`src/rtl/act_pkg.sv`:
```
// Shared types and encodings for the activation-port scheduler.
package act_pkg;

  localparam int LenWidthDef = 8;

  typedef enum logic [2:0] {
    ST_IDLE,
    ST_FILL,
    ST_FLOW,
    ST_DRAIN,
    ST_LOAD,
    ST_DRIVE,
    ST_TURN
  } act_state_e;

  localparam logic [1:0] SEL_NONE = 2'b00;
  localparam logic [1:0] SEL_ACT1 = 2'b10;
  localparam logic [1:0] SEL_ACT2 = 2'b11;

  // Port index (0 = act1, 1 = act2) to unit input select.
  function automatic logic [1:0] sel_of(input logic port);
    return port ? SEL_ACT2 : SEL_ACT1;
  endfunction

endpackage

```
`src/rtl/act_port_sched_if.sv`:
```
// Request/grant and unit-select bundle between the two ports and the scheduler.
interface act_port_sched_if
  import act_pkg::*;
#(
  parameter int LenWidth = LenWidthDef
);
  logic                req1, req2;
  logic                dst1, dst2;
  logic [LenWidth-1:0] len1, len2;
  logic                gnt1, gnt2;
  logic [1:0]          sel_i;
  logic                sel_o1, sel_o2;
  logic                busy, done;

  modport slave (
    input  req1, req2, dst1, dst2, len1, len2,
    output gnt1, gnt2, sel_i, sel_o1, sel_o2, busy, done
  );

  modport master (
    output req1, req2, dst1, dst2, len1, len2,
    input  gnt1, gnt2, sel_i, sel_o1, sel_o2, busy, done
  );
endinterface

```
`src/rtl/act_rr_arb.sv`:
```
// Two-requester round-robin arbiter; grants only while enabled.
module act_rr_arb (
  input  logic       clk,
  input  logic       rst,
  input  logic [1:0] req,
  input  logic       en,
  output logic [1:0] gnt,
  output logic       ptr
);

  // One-hot pick: a lone requester always wins, a tie goes to the pointer.
  always_comb begin
    gnt = 2'b00;
    if (en) begin
      if (req == 2'b11) gnt = ptr ? 2'b10 : 2'b01;
      else              gnt = req;
    end
  end

  // Pointer favours the port that was not just granted (0 = req1).
  always_ff @(posedge clk or negedge rst) begin
    if (!rst)        ptr <= 1'b0;
    else if (gnt[0]) ptr <= 1'b1;
    else if (gnt[1]) ptr <= 1'b0;
  end

endmodule

```
`src/rtl/act_port_sched.sv`:
```
// Burst sequencer for the shared activation unit: arbitrates act1/act2,
// steers the unit's input select and output enables, and inserts a
// turnaround cycle after every burst. All outputs are registered, so they
// trail the state register by one cycle.
module act_port_sched
  import act_pkg::*;
#(
  parameter int LenWidth = LenWidthDef
) (
  input logic             clk,
  input logic             rst,
  act_port_sched_if.slave bus
);

  act_state_e          state, state_nx;
  logic                dst, dst_nx, src;
  logic [LenWidth-1:0] cnt, cnt_nx;
  logic                cnt_z;
  logic [1:0]          arb_gnt;
  logic                arb_ptr;
  logic [1:0]          sel_i_nx, sel_o_nx;
  logic                done_nx;
  logic [1:0]          gnt_q, sel_i_q, sel_o_q;
  logic                busy_q, done_q;

  act_rr_arb u_arb (
    .clk (clk),
    .rst (rst),
    .req ({bus.req2, bus.req1}),
    .en  (state == ST_IDLE),
    .gnt (arb_gnt),
    .ptr (arb_ptr)
  );

  // The pointer flips away from the winner at grant and holds for the whole
  // burst, so the burst source is simply its complement.
  assign src   = ~arb_ptr;
  assign cnt_z = (cnt == '0);

  // Next state and burst counter; the counter stops at zero so len = all ones is safe.
  always_comb begin
    state_nx = state;
    cnt_nx   = cnt;
    dst_nx   = dst;
    case (state)
      ST_IDLE: if (|arb_gnt) begin
        dst_nx   = arb_gnt[1] ? bus.dst2 : bus.dst1;
        cnt_nx   = arb_gnt[1] ? bus.len2 : bus.len1;
        state_nx = (arb_gnt[1] != dst_nx) ? ST_FILL : ST_LOAD;
      end
      ST_FILL, ST_FLOW: begin
        state_nx = cnt_z ? ST_DRAIN : ST_FLOW;
        if (!cnt_z) cnt_nx = cnt - 1'b1;
      end
      ST_DRAIN: state_nx = ST_TURN;
      ST_LOAD:  state_nx = ST_DRIVE;
      ST_DRIVE: begin
        state_nx = cnt_z ? ST_TURN : ST_LOAD;
        if (!cnt_z) cnt_nx = cnt - 1'b1;
      end
      default:  state_nx = ST_IDLE;
    endcase
  end

  // Unit controls implied by the current state (bit 0 of sel_o = act1).
  always_comb begin
    sel_i_nx = SEL_NONE;
    sel_o_nx = 2'b00;
    done_nx  = 1'b0;
    case (state)
      ST_FILL:  sel_i_nx = sel_of(src);
      ST_FLOW: begin
        sel_i_nx = sel_of(src);
        sel_o_nx = dst ? 2'b10 : 2'b01;
      end
      ST_DRAIN: begin
        sel_o_nx = dst ? 2'b10 : 2'b01;
        done_nx  = 1'b1;
      end
      ST_LOAD:  sel_i_nx = sel_of(src);
      ST_DRIVE: begin
        sel_o_nx = src ? 2'b10 : 2'b01;
        done_nx  = cnt_z;
      end
      default: ;
    endcase
  end

  // FSM state register.
  always_ff @(posedge clk or negedge rst) begin
    if (!rst) begin
      state <= ST_IDLE;
      cnt   <= '0;
      dst   <= 1'b0;
    end else begin
      state <= state_nx;
      cnt   <= cnt_nx;
      dst   <= dst_nx;
    end
  end

  // Output registers; cleared asynchronously so an aborted burst leaves nothing driven.
  always_ff @(posedge clk or negedge rst) begin
    if (!rst) begin
      gnt_q   <= 2'b00;
      sel_i_q <= SEL_NONE;
      sel_o_q <= 2'b00;
      busy_q  <= 1'b0;
      done_q  <= 1'b0;
    end else begin
      gnt_q   <= arb_gnt;
      sel_i_q <= sel_i_nx;
      sel_o_q <= sel_o_nx;
      busy_q  <= (state != ST_IDLE);
      done_q  <= done_nx;
    end
  end

  assign bus.gnt1   = gnt_q[0];
  assign bus.gnt2   = gnt_q[1];
  assign bus.sel_i  = sel_i_q;
  assign bus.sel_o1 = sel_o_q[0];
  assign bus.sel_o2 = sel_o_q[1];
  assign bus.busy   = busy_q;
  assign bus.done   = done_q;

endmodule

```
`src/flat_wrapper.sv`:
```
// flat-port wrapper written by rule: the top's interface ports become plain ports
module act_port_sched_flat import act_pkg::*;
#(
  parameter int LenWidth = LenWidthDef
)
  (clk, rst, bus_req1, bus_req2, bus_dst1, bus_dst2, bus_len1, bus_len2, bus_gnt1, bus_gnt2, bus_sel_i, bus_sel_o1, bus_sel_o2, bus_busy, bus_done);
  act_port_sched_if #(.LenWidth(LenWidth)) bus_i ();
  input logic clk;
  input logic rst;
  input wire logic [$bits(bus_i.req1)-1:0] bus_req1;
  input wire logic [$bits(bus_i.req2)-1:0] bus_req2;
  input wire logic [$bits(bus_i.dst1)-1:0] bus_dst1;
  input wire logic [$bits(bus_i.dst2)-1:0] bus_dst2;
  input wire logic [$bits(bus_i.len1)-1:0] bus_len1;
  input wire logic [$bits(bus_i.len2)-1:0] bus_len2;
  output wire logic [$bits(bus_i.gnt1)-1:0] bus_gnt1;
  output wire logic [$bits(bus_i.gnt2)-1:0] bus_gnt2;
  output wire logic [$bits(bus_i.sel_i)-1:0] bus_sel_i;
  output wire logic [$bits(bus_i.sel_o1)-1:0] bus_sel_o1;
  output wire logic [$bits(bus_i.sel_o2)-1:0] bus_sel_o2;
  output wire logic [$bits(bus_i.busy)-1:0] bus_busy;
  output wire logic [$bits(bus_i.done)-1:0] bus_done;
  assign bus_i.req1 = bus_req1;
  assign bus_i.req2 = bus_req2;
  assign bus_i.dst1 = bus_dst1;
  assign bus_i.dst2 = bus_dst2;
  assign bus_i.len1 = bus_len1;
  assign bus_i.len2 = bus_len2;
  assign bus_gnt1 = bus_i.gnt1;
  assign bus_gnt2 = bus_i.gnt2;
  assign bus_sel_i = bus_i.sel_i;
  assign bus_sel_o1 = bus_i.sel_o1;
  assign bus_sel_o2 = bus_i.sel_o2;
  assign bus_busy = bus_i.busy;
  assign bus_done = bus_i.done;
  act_port_sched #(.LenWidth(LenWidth)) u_core (.clk(clk), .rst(rst), .bus(bus_i));
endmodule
```
`config.mk`:
```
export PLATFORM = sky130hd
export DESIGN_NAME = act_port_sched_flat
export DESIGN_NICKNAME = d
export VERILOG_FILES = /design/src/rtl/act_pkg.sv /design/src/rtl/act_port_sched_if.sv /design/src/rtl/act_rr_arb.sv /design/src/rtl/act_port_sched.sv /design/src/flat_wrapper.sv
export SDC_FILE = /design/constraint.sdc
export NUM_CORES = 1
export LEC_CHECK = 0
export CORE_ASPECT_RATIO = 2
export CORE_MARGIN = 5
export CORE_UTILIZATION = 30
export CTS_BUF_LIST = sky130_fd_sc_hd__clkbuf_2 sky130_fd_sc_hd__clkbuf_4 sky130_fd_sc_hd__clkbuf_8
export DETAILED_ROUTE_END_ITERATION = 8
export GPL_TIMING_DRIVEN = 0
export PLACE_DENSITY = 0.55
export SLEW_MARGIN = 20
export SYNTH_ARGS = -nofsm -noshare
export SYNTH_HDL_FRONTEND = slang
export SYNTH_SLANG_ARGS = --single-unit
```
`constraint.sdc`:
```
create_clock -name clk -period 2.1 [get_ports clk]
set_input_delay 0.42 -clock clk [delete_from_list [all_inputs] [get_ports clk]]
set_output_delay 0.42 -clock clk [all_outputs]
set_load 0.02 [all_outputs]
```
==> results.json, run 1 <==
{
  "drive_gt1_frac": 0.116,
  "wl_per_cell_um": 16.1,
  "ios": 30,
  "core_um2": 4300,
  "required_ns": 2.32,
  "clock_sink_count": 21,
  "synth_mux_area_frac": 0.0240,
  "fin_total_pwr_uw": 2440,
  "diodes": 0,
  "leakage_uw": 0.000674,
  "relSlewSlack": 0.648,
  "cts_max_path_buffers": 2,
  "place.gp.congestion": 0.799,
  "grt_first_pass_wirelength_mm": 6.07,
  "finalMaxSlewViolations": 0,
  "synth_fp_nets": 172,
  "die_h_um": 103,
  "die_w_um": 56.6,
  "ys_seq_area_frac": 0.403,
  "crit_family": "simple AND/OR/NAND/NOR gates",
  "postLayoutCoreUtil": 0.413,
  "ant_nets": 0,
  "clkTransAtPathRegs_ns": 0.09,
  "r2r_slack_ns": 0.09,
  "grt.met2_usage": 0.251,
  "clock.fmax_mhz": 498,
  "netlist_area_um2": 1310,
  "grt_max_degree": 22,
  "synth_top_family_by_area": "compound AO/OA/AOI/OAI gates",
  "synthXorXnorAreaFrac": 0.0134,
  "clock_skew_ns": 0.00446,
  "area_growth_pct": 36.0,
  "synth_cell_types": 39,
  "synth_compound_area_frac": 0.302,
  "tightest_slew_ns": 0.523,
  "drt-total-wl_mm": 3.79,
  "critPathBufInv": 2,
  "arrival_ns": 2.22,
  "nets": 206,
  "mostFrequentLayoutCell": "clkdlybuf4s50_1",
  "antenna_found_initial": 0,
  "cp-end-kind": "register",
  "synth_seq_cells": 21,
  "layout_min_cycle_time_ns": 2.01,
  "min_path_type": "input pin to asynchronous set/reset pin",
  "ir_drop_v": 0.000493,
  "initial_core_util": 0.304,
  "ys_warn_count": 0,
  "cts_tree": "built",
  "outcome": "complete, no violations",
  "track_usage": 0.134,
  "reg2reg_from": "u_core.state[1]",
  "hpwlAfterDp_mm": 2.93,
  "period_share": 0.956,
  "grt_pass1_vias": 1258,
  "start_kind": "register",
  "setup_viol": 0,
  "synth_cells": 148,
  "insertion_delay_ns": 0.27,
  "num_rows": 34,
  "synth-adder-area-share": 0.0192,
  "r2r_end": "u_core.state[2]",
  "crit_path_cell_trace": "or3_1, buf_6, or3_1, buf_6, a2111oi_4, o31a_1",
  "avgSynthCellArea_um2": 8.82,
  "maxCapViolations": 0,
  "cts_buffers": 3,
  "dieArea_um2": 5850,
  "cts_root_buf": "clkbuf_8",
  "cellPowerDensity_nw_per_um2": 1380,
  "crit_start": "u_core.state[1]",
  "slowest_delay_ns": 0.43,
  "final_cell_mix": "clkdlybuf4s50_1 (28), dfrtp_1 (21), nand2_1 (12), a21oi_1 (10), nor3_1 (9)",
  "grtUsageMet3": 0.0236,
  "drc_errors": 0,
  "drtPass1Iterations": 4,
  "cpMaxStageDelayCell": "dfrtp_1",
  "vias": 1264,
  "drt-vias-per-instance": 5.38,
  "cts_max_level": 1,
  "hold_violations": 0,
  "synthSimpleGateAreaFrac": 0.177,
  "worstPathMaxFanout": 8,
  "path_class": "register to register",
  "port-buffer-count": 29,
  "r2r.worst_path.cells": 6,
  "grt_overflow": 0,
  "grt_busiest_layer": "met2",
  "rsz0062_at_grt": "yes",
  "drt_iter0_drc": 20,
  "use_met1": 0.140
}
[metal layers]
layer | up-vias | routed length [um]
li1 | 622 | -
met1 | 604 | 1380
met5 | - | 0
met3 | 6 | 162
met4 | 0 | 61
met2 | 32 | 2180
[cells in the mapped netlist (all sizes together)]
cell     count  share of area
a2111oi      1          0.012
nand2       12          0.035
clkbuf       7          0.020
o21bai       2          0.012
a31oi        6          0.029
nor4         2          0.014
a21oi       11          0.042
o21ai        5          0.019
buf          5          0.018
o32ai        4          0.027
o2bb2ai      4          0.027
inv          8          0.023
or2          1         0.0048
nor3b        1         0.0058
a21o         1         0.0058
and2         1         0.0048
nand3        4          0.015
nor3         9          0.035
nor2         5          0.014
o22ai        3          0.014
a211oi       2          0.012
o31a         8          0.054
nand3b       1         0.0058
and3         1         0.0048
nor2b        4          0.019
ha           2          0.019
o221ai       1         0.0067
o2111ai      3          0.020
o31ai        3          0.017
or3          2         0.0096
xnor2        2          0.013
mux2         1         0.0086
dfrtp       21           0.40
mux2i        2          0.015
nand2b       2         0.0096
o211ai       1         0.0058
[where the power goes]
group,internal (uW),switching (uW)
clock,133,155
sequential,586,176
combinational,603,794
[worst max path at each step]
| stage | to | cells after the start | slack [ns] |
|---|---|---|---|
| after floorplan | u_core.state[2] | 6 | 0.18 |
| after global placement | u_core.cnt[0] | 7 | -0.52 |
| after detailed placement | u_core.cnt[0] | 7 | -0.59 |
| after CTS | u_core.state[2] | 6 | 0.002 |
| after global routing | u_core.cnt[3] | 6 | -0.01 |
| final | u_core.state[2] | 6 | 0.09 |
[per-stage QoR]
step	setup TNS (ns)	worst slack [ns]	instance area [um^2]	hold WS, ns	std cells
6_report	0	0.0932	1770	0.0975	235
5_1_grt	-0.0144	-0.0144	1770	0.139	235
4_1_cts	0	0.00199	1760	0.530	235
3_5_place_dp	-4.45	-0.594	1660	0.518	231
3_3_place_gp	-3.91	-0.516	1660	0.510	231
2_1_floorplan	0	0.181	1310	0.124	148
[state kept, by name, summed over array words and instances (netlist names)]
register / flops
u_core.gnt_q: 2
u_core.bus.sel_i: 2
u_core.bus.done: 1
u_core.u_arb.ptr: 1
u_core.bus.busy: 1
u_core.sel_o_q: 2
u_core.dst: 1
u_core.cnt: 8
u_core.state: 3
[layout make-up]
type	count	area (um^2)
flip-flops and latches	21	526
inverters	8	30.0
clock inverters	1	5.00
plain buffers	12	65.1
well taps	54	67.6
repair buffers	29	285
fillers	432	2520
multi-input cells	107	754
clock buffers	3	41.3
[cells by family (layout without fill, tap and decap cells)]
family | after synthesis | after routing
muxes | 3 | 3
adders and majority gates | 2 | 2
xor gates and xnor gates | 2 | 2
AOI/OAI and AO/OA | 55 | 55
DFF | 21 | 21
and+or+nand+nor | 45 | 45
buffers and inverters | 20 | 53
[repair_timing]
item / 4_1_cts / 5_1_grt
hold buffers: 0 / 0
gates resized for setup: 7 / 11
pin swaps: 0 / 2
buffers inserted: 0 / 0
setup endpoints to repair: 9 / 9
Power figures use the tool's default switching activity.
==> run 2: changes to the inputs <==
- SKIP_LAST_GASP: default -> 1
==> run 2 against run 1 <==
Effect of this change: worst setup slack improved by 0.00083 ns; utilization stayed put; power is 0.13% higher; clock power about the same; flip-flop and latch count did not move; sequential power about the same; non-clock buffer count unchanged; routed wire length is 0.29% higher; clock-buffer cell count is the same; hold slack about the same; combinational power is essentially flat; critical path type unchanged; critical endpoint unchanged; largest cell class unchanged.
==> results.json, run 2 (synthesis results as in run 1) <==
{
  "outcome": "complete, no violations",
  "use_met1": 0.140,
  "layout_min_cycle_time_ns": 2.01,
  "n_fill_cell": 429,
  "vias": 1261,
  "rsz0062_at_grt": "yes",
  "ant_nets": 0,
  "switching_share": 0.461,
  "leakage_uw": 0.000674,
  "num_rows": 34,
  "grt_busiest_layer": "met2",
  "mostFrequentLayoutCell": "clkdlybuf4s50_1",
  "cts_root_buf": "clkbuf_8",
  "cts_buffers": 3,
  "whs_ns": 0.0972,
  "required_ns": 2.32,
  "drtPass1Iterations": 4,
  "r2r_end": "u_core.state[2]",
  "grtUsageMet3": 0.0236,
  "p_int_uw": 1320,
  "dieArea_um2": 5850,
  "drc_errors": 0,
  "tightest_slew_ns": 0.524,
  "period_share": 0.955,
  "tns_ns": 0,
  "largestRegisters": "u_core.cnt: 8 flops, u_core.state: 3 flops",
  "clockPowerShare": 0.119,
  "ir_drop_v": 0.000493,
  "final_cell_mix": "clkdlybuf4s50_1 (28), dfrtp_1 (21), nand2_1 (12), a21oi_1 (10), nor3_1 (9)",
  "clkTransAtPathRegs_ns": 0.09,
  "core_um2": 4300,
  "seq_area_um2": 526,
  "hold_violations": 0,
  "cp-end-kind": "register",
  "place.gp.congestion": 0.799,
  "cts_max_level": 1,
  "pre_cts_slack_ns": -0.594,
  "nets": 206,
  "multi_input_area_um2": 754,
  "grt_first_pass_wirelength_mm": 6.07,
  "arrival_ns": 2.22,
  "clock_sink_count": 21,
  "clock.fmax_mhz": 499,
  "finalMaxSlewViolations": 0,
  "clock_skew_ns": 0.00156,
  "min_path_type": "input pin to asynchronous set/reset pin",
  "insertion_delay_ns": 0.27,
  "wl_per_cell_um": 16.2,
  "r2r_slack_ns": 0.09,
  "relSlewSlack": 0.648,
  "track_usage": 0.134,
  "drive_gt1_frac": 0.116,
  "die_h_um": 103,
  "grt_max_degree": 22,
  "area_growth_pct": 36.0,
  "hold_buffers": 0,
  "maxCapViolations": 0,
  "diodes": 0,
  "cellPowerDensity_nw_per_um2": 1380,
  "start_kind": "register",
  "path_class": "register to register",
  "largest_reg_flops": 8,
  "cts_max_path_buffers": 2,
  "pwr-share-seq": 0.311,
  "top_register": "u_core.cnt",
  "finalWorstSetupSlack_ns": 0.0940,
  "worstPathMaxFanout": 8,
  "drt-vias-per-instance": 5.37,
  "power.switching_uw": 1130,
  "port-buffer-count": 29,
  "reg2reg_from": "u_core.state[1]",
  "ios": 30,
  "r2r.worst_path.cells": 6,
  "initial_core_util": 0.304,
  "antenna_found_initial": 0,
  "cts_tree": "built",
  "die_w_um": 56.6,
  "setup_viol": 0,
  "grt_pass1_vias": 1258,
  "drt-total-wl_mm": 3.80,
  "grt.met2_usage": 0.251,
  "drt_iter0_drc": 20,
  "combPwrFrac": 0.570,
  "hpwlAfterDp_mm": 2.93,
  "grt_overflow": 0
}
run 2: cell count changes in the layout (fill, tap and decap cells not counted), sizes merged:
cell and delta:
buf +1, clkbuf -1
run 2: through the flow:
| step | cells | utilization | area [um^2] | total power, uW |
|---|---|---|---|---|
| 2_1_floorplan | 148 | - | 1310 | 1660 |
| 3_3_place_gp | 231 | 0.387 | 1660 | 2030 |
| 3_5_place_dp | 231 | 0.387 | 1660 | 2060 |
| 4_1_cts | 235 | 0.408 | 1750 | 2420 |
| 5_1_grt | 235 | 0.413 | 1770 | 2640 |
| 6_report | 235 | 0.413 | 1770 | 2450 |
run 2: worst max-delay path by stage:
| stage | from | to | slack, ns |
|---|---|---|---|
| 3_5_place_dp | bus_req2 | u_core.cnt[0] | -0.59 |
| 3_3_place_gp | bus_req2 | u_core.cnt[0] | -0.52 |
| 5_1_grt | u_core.state[1] | u_core.cnt[6] | -0.004 |
| 6_report | u_core.state[1] | u_core.state[2] | 0.09 |
| 2_1_floorplan | u_core.state[1] | u_core.state[2] | 0.18 |
| 4_1_cts | bus_req2 | u_core.cnt[0] | -0.02 |
run 2: power by group through the flow:
stage | clock network, uW | registers, uW | logic, uW
floorplan | 0 | 760 | 900
global placement | 0 | 734 | 1300
detailed placement | 0 | 740 | 1320
CTS | 297 | 745 | 1380
global route | 316 | 788 | 1540
finish | 291 | 761 | 1400
run 2: layout make-up:
type | count | area share
inverter | 8 | 0.0169
buffer | 12 | 0.0367
sequential | 21 | 0.296
tap | 54 | 0.0381
timing repair buffer | 29 | 0.161
clock inverter | 1 | 0.00282
clock buffer | 3 | 0.0233
multi-input combinational | 107 | 0.425
run 2: metal layers:
layer,wire (um),share of wire
met5,0,0
met4,61,0.016
met3,158,0.042
met2,2190,0.58
met1,1390,0.37
run 2: worst max-delay path: stages (launching register included):
cell and delay, ns:
dfrtp_1 0.43, or3_1 0.40, buf_6 0.14, or3_1 0.35, buf_6 0.15, a2111oi_4 0.29, o31a_1 0.17
run 2: timing repair:
item | 4_1_cts | 5_1_grt
buffers inserted | 0 | 0
pin swaps | 0 | 2
setup endpoints to repair | 9 | 9
gates resized for setup | 6 | 14
==> RTL edit 1, RTL diff (config.mk and constraints of run 1) <==
Change the package constant `LenWidthDef` from 8 to 16.
--- a/src/rtl/act_pkg.sv
+++ b/src/rtl/act_pkg.sv
@@ -1,7 +1,7 @@
 // Shared types and encodings for the activation-port scheduler.
 package act_pkg;
 
-  localparam int LenWidthDef = 8;
+  localparam int LenWidthDef = 16;
 
   typedef enum logic [2:0] {
     ST_IDLE,
Ports: changed (resized bus_len1 and bus_len2); port bits go from 30 to 46. The function was not compared with the original's and may differ.
==> RTL edit 1 against run 1 <==
Area after synthesis rose by 38%; sequential cell count up 8; combinational power rose by 54%; setup slack gained 0.011 ns; cell area up 42%; clock power grew 63%; first-iteration DRC count rose to 3.2 times the old value; total power increased by 53%; wire length increased by 45%; non-clock buffer count rose by 20; largest power group unchanged.
==> RTL edit 1: results (changes against run 1) <==
| Metric | Value |
|---|---|
| Global-route wire length before repair | 8769 um (was 6072 um) |
| Postcts setup bufs | 4 (was 0) |
| Reg power frac | 0.298 (was 0.311) |
| Status | finished clean (unchanged) |
| Largest net degree at the start of global routing | 30 (was 22) |
| Pwr Total | 3.748 mW (was 2.445 mW) |
| Yosys cell types | 46 (was 39) |
| Top post-synthesis cells by area | dfrtp_1 (40%), mux2i_1 (6.7%), o21ai_0 (6.1%) (was dfrtp_1 (40%), o31a_1 (5.4%), a21oi_1 (4.2%)) |
| Regs by FF count | u_core.cnt (16), u_core.state (3) (was u_core.cnt (8), u_core.state (3)) |
| Syn nets | 231 (was 172) |
| Fin nets | 288 (was 206) |
| FF-to-FF Start | u_core.cnt[0]$_DFFE_PN0P_ (was u_core.state[1]$_DFFE_PN0P_) |
| Synth Area in Compound Gates | 0.2578 (was 0.3020) |
| Hpwl dp | 4037 um (was 2931 um) |
| Vias in the first global route | 1,794 (was 1,258) |
| Routed wire length on met3 | 231 um (was 162 um) |
| Multiplexer share of the synthesized area | 0.09771 (was 0.02397) |
| Drt via density | 5.502 (was 5.379) |
| Slowest-stage cell, CP | dfrtp_2 (was dfrtp_1) |
| GRT Overall Usage | 0.1470 (was 0.1337) |
| GR Util met3 | 0.02809 (was 0.02360) |
| Met1 Use GR | 0.1435 (was 0.1396) |
| Worst VDD drop | 758.1 uV (was 493.2 uV) |
| Initial DRC Count | 64 (was 20) |
| Post-Synth XOR/XNOR Area | 0.004851 (was 0.01342) |
| Drt wl/cell | 17.51 um (was 16.11 um) |
| Num CTS Buffers | 5 (was 3) |
| Layout cells sized above 1 | 0.1960 (was 0.1160) |
| Largest fanout on the critical path | 10 (was 8) |
| Clock transition at path regs | 0.07 ns (was 0.09 ns) |
| PortBufs | 45 (was 29) |
| Post-CTS Resized | 6 (was 7) |
| DR WL met2 | 3118 um (was 2178 um) |
| Met1 Routed Length | 1961 um (was 1384 um) |
| Gp weighted congestion | 0.8814 (was 0.7991) |
| H-tree depth | 2 (was 1) |
| Register area share after synthesis | 0.4019 (was 0.4027) |
RTL edit 1: cell types whose count changed after synthesis, moves of 4 or more:
cell / change
mux2_2: +4
a22o_1: +6
a31oi_1: -4
dfrtp_1: +8
o31a_1: -7
o22ai_1: +4
mux2i_1: +10
o21ai_0: +18
clkbuf_1: -4
RTL edit 1: stage by stage:
stage / std cells / utilization / setup WS [ns] / area, sq um
6_report: 313 / 0.4233 / 0.1038 / 2521
5_1_grt: 313 / 0.4233 / 0.004556 / 2521
4_1_cts: 313 / 0.4153 / 0.01966 / 2474
3_5_place_dp: 300 / 0.3912 / -0.3251 / 2330
3_3_place_gp: 300 / 0.3920 / -0.3501 / 2335
2_1_floorplan: 192 / - / 0.04817 / 1805
RTL edit 1: layout make-up:
type	instances	area, sq um
Multi-Input combinational cell	143	1039
Buffer	11	72.57
Fill cell	619	3435
Clock inverter	2	10.01
Sequential cell	29	728.2
Clock buffer	6	76.32
Tap cell	63	78.83
Inverter	9	33.78
Timing Repair Buffer	50	483.0
==> RTL edit 2, RTL diff (flow settings as in run 1) <==
Without the edit above. Encoding of `act_state_e`: now one-hot (7 bits for 7 states).
--- a/src/rtl/act_pkg.sv
+++ b/src/rtl/act_pkg.sv
@@ -3,14 +3,14 @@
 
   localparam int LenWidthDef = 8;
 
-  typedef enum logic [2:0] {
-    ST_IDLE,
-    ST_FILL,
-    ST_FLOW,
-    ST_DRAIN,
-    ST_LOAD,
-    ST_DRIVE,
-    ST_TURN
+  typedef enum logic [6:0] {
+    ST_IDLE  = 7'b0000001,
+    ST_FILL  = 7'b0000010,
+    ST_FLOW  = 7'b0000100,
+    ST_DRAIN = 7'b0001000,
+    ST_LOAD  = 7'b0010000,
+    ST_DRIVE = 7'b0100000,
+    ST_TURN  = 7'b1000000
   } act_state_e;
 
   localparam logic [1:0] SEL_NONE = 2'b00;
Behaviour: same outputs for any inputs over 10 cycles, from zero or initial values and one cycle with rst low; not proved beyond that.
==> RTL edit 2 against run 1 <==
Setup slack worse by 0.046 ns; sequential share of layout area is 2.5 points higher; wire length is 4.9% higher; cell area is 10% higher; area after synthesis is 8.4% higher; total power is 22% higher; synthesized cell count is 1.4% higher; sequential cell count is 4 higher; critical endpoint is now u_core.cnt[6]$_DFFE_PN0P_; highest routed layer unchanged.
==> RTL edit 2: results (changes against run 1) <==
| Metric | Value |
|---|---|
| Status | finished clean (unchanged) |
| DR WL met2 | 2337 um (was 2178 um) |
| Post-route non-filler standard cell count | 246 (was 235) |
| Post-Place Cell Area | 0.001769 sq mm (was 0.001663 sq mm) |
| Fin nets | 216 (was 206) |
| Sw Ratio | 0.4354 (was 0.4597) |
| Initial DRC Count | 38 (was 20) |
| Met1 Routed Length | 1350 um (was 1384 um) |
| Routed wire length on met3 | 171 um (was 162 um) |
| Global-route wire length before repair | 6506 um (was 6072 um) |
| Origin of the worst setup path | u_core.state[2]$_DFFE_PN0P_ (was u_core.state[1]$_DFFE_PN0P_) |
| Drt via density | 5.374 (was 5.379) |
| Vias in the first global route | 1,397 (was 1,258) |
| Syn nets | 174 (was 172) |
| Global routing usage on met2 | 0.2600 (was 0.2513) |
| Place WS | -0.1033 ns (was -0.5943 ns) |
| FF-to-FF Start | u_core.state[2]$_DFFE_PN0P_ (was u_core.state[1]$_DFFE_PN0P_) |
| R2R depth | 8 (was 6) |
| Met1 Use GR | 0.1309 (was 0.1396) |
| Hpwl dp | 2931 um (about the same) |
| Final Skew | 0.005689 ns (was 0.004457 ns) |
| Top post-synthesis cells by area | dfrtp_1 (42%), a21oi_1 (4.2%), nor2_1 (4.0%) (was dfrtp_1 (40%), o31a_1 (5.4%), a21oi_1 (4.2%)) |
| Slowest-stage cell, CP | or4_4 (was dfrtp_1) |
| Crit-path max cell delay | 0.58 ns (was 0.43 ns) |
| Placed Cells | 234 (was 231) |
| Static Leakage | 0.8414 nW (was 0.6737 nW) |
| Gp weighted congestion | 0.8325 (was 0.7991) |
| Register area share after synthesis | 0.4430 (was 0.4027) |
| Fmax | 0.4872 GHz (was 0.4983 GHz) |
| GRT Overall Usage | 0.1343 (was 0.1337) |
| Cell count after synthesis | 150 (was 148) |
| Worst VDD drop | 967.2 uV (was 493.2 uV) |
| Yosys cell types | 49 (was 39) |
| Layout cells sized above 1 | 0.2094 (was 0.1160) |
| Setup crit end | u_core.cnt[6]$_DFFE_PN0P_ (was u_core.state[2]$_DFFE_PN0P_) |
RTL edit 2: cell count changes in the layout (fill, tap and decap cells not counted), sizes merged, moves of 3 or more:
cell     change
buf         +11
nor2        +11
o21ai        +3
o2bb2ai      -4
a21oi        +3
nor2b        -4
o31a         -8
xor2         +3
o22a         +4
o32ai        -4
dfrtp        +3
a31oi        -4
clkbuf       -7
o31ai        -3
RTL edit 2: cells by family (layout without fill, tap and decap cells):
| group | after synthesis | after routing | share of synthesized area |
|---|---|---|---|
| fa+ha+maj | 2 | 2 | 0.01768 |
| flops | 25 | 25 | 0.4430 |
| simple gates | 58 | 58 | 0.2281 |
| compound gates | 43 | 43 | 0.2149 |
| buf+inv | 16 | 57 | 0.05658 |
| mux | 2 | 2 | 0.01503 |
| xor+xnor | 4 | 4 | 0.02476 |
RTL edit 2: cell type report:
type,count,area share
multi-input cells,109,0.3885
repair buffers,40,0.1910
clock buffers,3,0.02115
flip-flops and latches,25,0.3212
well taps,55,0.03526
clock inverters,1,0.003846
plain buffers,5,0.02244
inverters,8,0.01667
RTL edit 2: metrics by stage:
step | hold WS (ns) | util | power [mW]
floorplan | 0.1244 | - | 1.940
global placement | 0.4720 | 0.3859 | 2.352
detailed placement | 0.4535 | 0.3848 | 2.376
CTS | 0.1495 | 0.4076 | 2.860
global route | 0.1719 | 0.4245 | 3.204
finish | 0.1266 | 0.4245 | 2.988
RTL edit 2: power by group through the flow:
| stage | Sequential [mW] | Combinational [mW] | Clock (mW) |
|---|---|---|---|
| global route | 0.881 | 2.00 | 0.323 |
| finish | 0.853 | 1.83 | 0.302 |
| detailed placement | 0.819 | 1.56 | 0 |
| floorplan | 0.839 | 1.10 | 0 |
| global placement | 0.815 | 1.54 | 0 |
| CTS | 0.839 | 1.71 | 0.309 |
